`config.mk`:
```
export PLATFORM = sky130hd
export DESIGN_NAME = inst_fetch
export DESIGN_NICKNAME = d
export VERILOG_FILES = /design/src/rtl/inst_fetch.sv
export SDC_FILE = /design/constraint.sdc
export NUM_CORES = 1
export LEC_CHECK = 0
export CAP_MARGIN = 40
export CORE_ASPECT_RATIO = 0.5
export CORE_MARGIN = 5
export CORE_UTILIZATION = 51
export CTS_BUF_LIST = sky130_fd_sc_hd__clkbuf_8 sky130_fd_sc_hd__clkbuf_16
export DETAILED_ROUTE_END_ITERATION = 8
export MAX_ROUTING_LAYER = met4
export PLACE_DENSITY = 0.87
export SETUP_SLACK_MARGIN = 0.15
export SYNTH_ARGS = -nofsm -noshare
export SYNTH_HDL_FRONTEND = slang
export SYNTH_SLANG_ARGS = --single-unit
export TNS_END_PERCENT = 5
```
`constraint.sdc`:
```
create_clock -name i_clk -period 3.86 [get_ports i_clk]
set_input_delay 0.386 -clock i_clk [delete_from_list [all_inputs] [get_ports i_clk]]
set_output_delay 0.386 -clock i_clk [all_outputs]
set_load 0.03 [all_outputs]
```
`src/rtl/inst_fetch.sv`:
```
// ---------------------------------------------------------------------------
// inst_fetch
//
// Instruction fetch front end that feeds the decode stage. It produces word
// addresses, issues them to instruction memory over a req/ack handshake with
// variable response latency, buffers the returned words in an in-order
// prefetch queue and presents one instruction per cycle to decode. A redirect
// flushes the queue and marks every in-flight response as stale so that it is
// thrown away when it eventually returns.
//
// Ports:
//   i_clk          clock, all state updates on the rising edge
//   i_rst          synchronous reset, active-high
//   i_redirect     flush and restart fetching at i_redirect_pc
//   i_redirect_pc  new fetch word address
//   i_stall        decode cannot take an instruction this cycle
//   o_inst         queue head instruction word, 0 when invalid
//   o_inst_valid   o_inst / o_inst_pc hold a valid queue head
//   o_inst_pc      word address of o_inst, 0 when invalid
//   o_imem_req     memory request valid
//   o_imem_addr    requested word address
//   i_imem_ack     memory accepts the request this cycle
//   i_imem_rvalid  response valid, responses return in request order
//   i_imem_rdata   response instruction word
// ---------------------------------------------------------------------------
module inst_fetch #(
   parameter int          DEPTH    = 4,
   parameter int          MAX_OUT  = 2,
   parameter logic [31:0] RESET_PC = 32'd0
) (
   input  logic        i_clk,
   input  logic        i_rst,
   input  logic        i_redirect,
   input  logic [31:0] i_redirect_pc,
   input  logic        i_stall,
   output logic [31:0] o_inst,
   output logic        o_inst_valid,
   output logic [31:0] o_inst_pc,
   output logic        o_imem_req,
   output logic [31:0] o_imem_addr,
   input  logic        i_imem_ack,
   input  logic        i_imem_rvalid,
   input  logic [31:0] i_imem_rdata
);

   localparam int QW = $clog2(DEPTH);
   localparam int CW = $clog2(DEPTH + 1);
   localparam int OW = $clog2(MAX_OUT + 1);
   localparam int TW = (MAX_OUT > 1) ? $clog2(MAX_OUT) : 1;
   localparam logic [TW-1:0] T_LAST = TW'(MAX_OUT - 1);

   // Prefetch queue: circular buffer of {pc, inst}
   logic [31:0]   q_pc   [DEPTH];
   logic [31:0]   q_inst [DEPTH];
   logic [QW-1:0] q_rd;
   logic [QW-1:0] q_wr;
   logic [CW-1:0] count;

   // Tag FIFO remembering the pc of every live outstanding request
   logic [31:0]   t_pc [MAX_OUT];
   logic [TW-1:0] t_rd;
   logic [TW-1:0] t_wr;

   logic [31:0]   fetch_pc;
   logic [OW-1:0] outstanding;
   logic [OW-1:0] drop;

   logic issue_ok;
   logic fire;
   logic resp_drop;
   logic resp_keep;
   logic push;
   logic pop;

   // The tag FIFO depth need not be a power of two, so wrap explicitly
   function automatic logic [TW-1:0] tag_next(input logic [TW-1:0] p);
      return (p == T_LAST) ? '0 : p + TW'(1);
   endfunction

   // Issue only when every response that could come back is guaranteed a
   // queue slot, and when live plus stale requests leave room in the
   // outstanding budget. Stale requests still occupy the memory pipeline.
   always_comb begin
      issue_ok = ((32'(count) + 32'(outstanding)) < 32'(DEPTH)) &&
                 ((32'(outstanding) + 32'(drop)) < 32'(MAX_OUT));
      fire     = o_imem_req & i_imem_ack;
      // Stale responses are consumed first since they were issued earlier
      resp_drop = i_imem_rvalid && (drop != '0);
      resp_keep = i_imem_rvalid && (drop == '0) && (outstanding != '0);
      push      = resp_keep && !i_redirect && !i_rst;
      pop       = o_inst_valid && !i_stall && !i_redirect;
   end

   assign o_imem_req   = issue_ok && !i_redirect && !i_rst;
   assign o_imem_addr  = fetch_pc;
   assign o_inst_valid = (count != '0);
   assign o_inst       = o_inst_valid ? q_inst[q_rd] : 32'd0;
   assign o_inst_pc    = o_inst_valid ? q_pc[q_rd]   : 32'd0;

   // Control state. A redirect hands every live request over to the drop
   // counter; a response arriving in the same cycle is settled against the
   // old counters before that hand-over.
   always_ff @(posedge i_clk) begin
      if (i_rst) begin
         fetch_pc    <= RESET_PC;
         count       <= '0;
         q_rd        <= '0;
         q_wr        <= '0;
         t_rd        <= '0;
         t_wr        <= '0;
         outstanding <= '0;
         drop        <= '0;
      end else if (i_redirect) begin
         fetch_pc    <= i_redirect_pc;
         count       <= '0;
         q_rd        <= '0;
         q_wr        <= '0;
         t_rd        <= '0;
         t_wr        <= '0;
         outstanding <= '0;
         drop        <= (drop - OW'(resp_drop)) + (outstanding - OW'(resp_keep));
      end else begin
         if (fire) begin
            fetch_pc <= fetch_pc + 32'd1;
            t_wr     <= tag_next(t_wr);
         end
         if (resp_keep) begin
            t_rd <= tag_next(t_rd);
         end
         if (push) begin
            q_wr <= q_wr + QW'(1);
         end
         if (pop) begin
            q_rd <= q_rd + QW'(1);
         end
         count       <= count + CW'(push) - CW'(pop);
         outstanding <= outstanding + OW'(fire) - OW'(resp_keep);
         drop        <= drop - OW'(resp_drop);
      end
   end

   // Storage arrays carry no reset; occupancy is tracked by the pointers
   always_ff @(posedge i_clk) begin
      if (fire) begin
         t_pc[t_wr] <= fetch_pc;
      end
      if (push) begin
         q_pc[q_wr]   <= t_pc[t_rd];
         q_inst[q_wr] <= i_imem_rdata;
      end
   end

endmodule

```
==> metrics <==
die width=250 um; area of the mapped netlist=around 15,000 um2; worst path cell trace=buf_4 > mux4_2 > and2_1 > clkdlybuf4s50_1; buffer count from post-CTS setup fixing=0; Rows=43; Hold Path Class=in2reg; Max Clock Freq=between 200 and 300 MHz; worst-case vdd ir drop=0.000336 V; crit path max-delay cell type=dfxtp_2; Final HPWL DP=around 21 mm; CTS Buf Count=34; setup TNS=0 ps; via count=~8,500; H-Tree Depth=2; antenna violations before repair=0; gpl congestion=0.904; Routed WL=34.0 mm; Avg Cell Area, Syn=~17 um2; drc violations=0; yosys warns=0; Top delay family on crit path=buffers and inverters; Yosys top cell area share=0.655; Setup Skew=12.3 ps; min Tclk post-route=roughly 3400 ps; final hold vios=0; startpoint types=flop; max incr delay on CP=920 ps; Synth cell types=52; register area share after synthesis=0.721; kind of end point of the critical path=output pin; vias per cell=slightly below 6; Post-CTS Hold Fix Bufs=0; relative slew slack=0.401; latest clock arrival within the worst-skew pair=500 ps; Util after Layout=0.640; Max Cap Violations=0; Synth Flop Type=edfxtp_1; initial DRC count=1,133; Max Root-Sink Buffers=3; uppermost routed layer=met4; grt ovf=0; pin count of the biggest net entering global routing=67; worst-path fanout max=27; Area contributors post-synth=edfxtp_1 66%, mux4_2 9.8%, dfxtp_1 6.6%, and2_1 3.2%, mux2_2 2.5%; synth-to-layout area growth=22.3%; syn_nets=924; Pre-antenna DRT Iters=6; Static Leak=slightly below 6 nW; die area=32,500 um2; I/O pin cnt=168; critical path arrival=3030 ps; pwr dens=approximately 450 nW/um2; Tot Pwr=roughly 0.0081 W; Total Routing Usage GR=0.214; Initial Utilization=0.523; post-synthesis async set-or-reset flop share=0; hold_ws=a little under 500 ps; first-pass GRT wire length=52.0 mm; Mapped Cells=839; pre-CTS setup slack=767 ps; kind of critical path=reg2out; ANT nets after route=0; fin crit share=0.884; wire length on met2=about 18 mm; wire length per cell=~24 um; CTS tree=built; Critical Path RT=around 3500 ps; diodes inserted=0; Sink Count=368; post-CTS resize count=0; fin nets=1,106; CTS root buf=clkbuf_16; cell taking the most area after synthesis=edfxtp_1; RSZ-0062 raised after global routing=no; Worst-Margin Slew=898 ps; Buf+Inv Stages, Crit Path=2; Final Slew Violations=0; Yosys reg bits=368; Setup violations, final=0; met3 WL=~2.1 mm; area of the core=between 20,000 and 30,000 um2; status=complete, no violations; DRT met1 WL=12.9 mm; Reg clk slew, reported paths=roughly 60 ps; share of layout cells above drive strength 1=0.170; Post-synth EDFFs=320; number of global-route vias before repair=~8,700; port bufs=around 170; Die H=around 130 um; post-route setup slack=449 ps
==> synth_stat cells, types with 5 or more instances <==
master and n:
edfxtp_1 320, and2_1 74, mux4_2 64, dfxtp_1 48, nor2_1 37, mux2_2 33, clkbuf_1 31, nand2_1 23
a21oi_1 22, and3_1 16, nand3_1 14, ha_1 13, a31oi_1 12, o21ai_0 12, nand4_1 11, inv_1 10
nor3_1 10, xnor2_1 10, xor2_1 10, a211oi_1 9, buf_2 8, o211ai_1 5
==> metrics by stage <==
stage                     instances  instance area [um2]
after floorplan                 839                14700
after global placement         1367                16900
final                          1429                17900
after CTS                      1429                17900
after global routing           1429                17900
after detailed placement       1367                16900
==> metal layers <==
metal | track usage | up-vias
li1 | - | 3663
met1 | 0.260 | 4334
met2 | 0.378 | 412
met3 | 0.0339 | 80
met4 | 0.0629 | 0
met5 | - | -
==> cell type report <==
class                   instances  area (um2)
clock inverters                25         130
well taps                     382         478
multi-input cells             414        3870
fillers                      1778       10100
inverters                      12        45.0
repair buffers                191        1930
clock buffers                  37         926
flip-flops and latches        368       10600
==> worst min-delay path, cell delays in order <==
cell	delay, ps
clkdlybuf4s50_1	410
nand2_1	70
a31oi_1	70
==> power by group <==
part           switching [W]  leakage [nW]  internal, W  total [W]
combinational       0.000268          1.99     0.000218   0.000486
clock                0.00136         0.566      0.00179    0.00316
sequential         0.0000751          3.29      0.00440    0.00448
total                0.00171          5.84      0.00641    0.00812
==> logic make-up after synthesis <==
group                    synth area share
adder cells (fa/ha/maj)            0.0138
buffers and inverters              0.0165
flip-flops                          0.721
XOR/XNOR                           0.0119
AO/OA/AOI/OAI                      0.0322
multiplexers                        0.124
AND/OR/NAND/NOR                    0.0808
==> registers in the layout (all words and copies together), names as in the netlist, named ones only <==
register     count
t_pc            64
q_wr             2
drop             2
t_rd             1
outstanding      2
o_imem_addr     32
q_rd             2
count            3
q_inst         128
q_pc           128
t_wr             1
==> placed cells by master (no fill, tap or decap), types with 13 or more instances in the layout <==
cell type,n
ha_1,13
edfxtp_1,320
dfxtp_1,46
nand3_1,14
and2_1,74
a21oi_1,22
buf_4,18
nand2_1,23
inv_1,23
mux4_2,64
mux2_2,33
clkbuf_16,37
nor2_1,36
clkdlybuf4s50_1,167
==> final timing paths <==
check                             from                            to  slack (ps)  cells past startpoint
min reg2reg          t_rd$_SDFFE_PP0N_                          flop         520                      2
max                               flop                  o_inst_pc[4]         450                      4
min                  i_redirect_pc[15]  o_imem_addr[15]$_SDFFE_PP0P_         490                      3
max reg2reg  outstanding[0]$_SDFF_PP0_         t_pc[1][24]$_DFFE_PP_         730                      7
No activity file was read; power rests on OpenSTA's default activity.
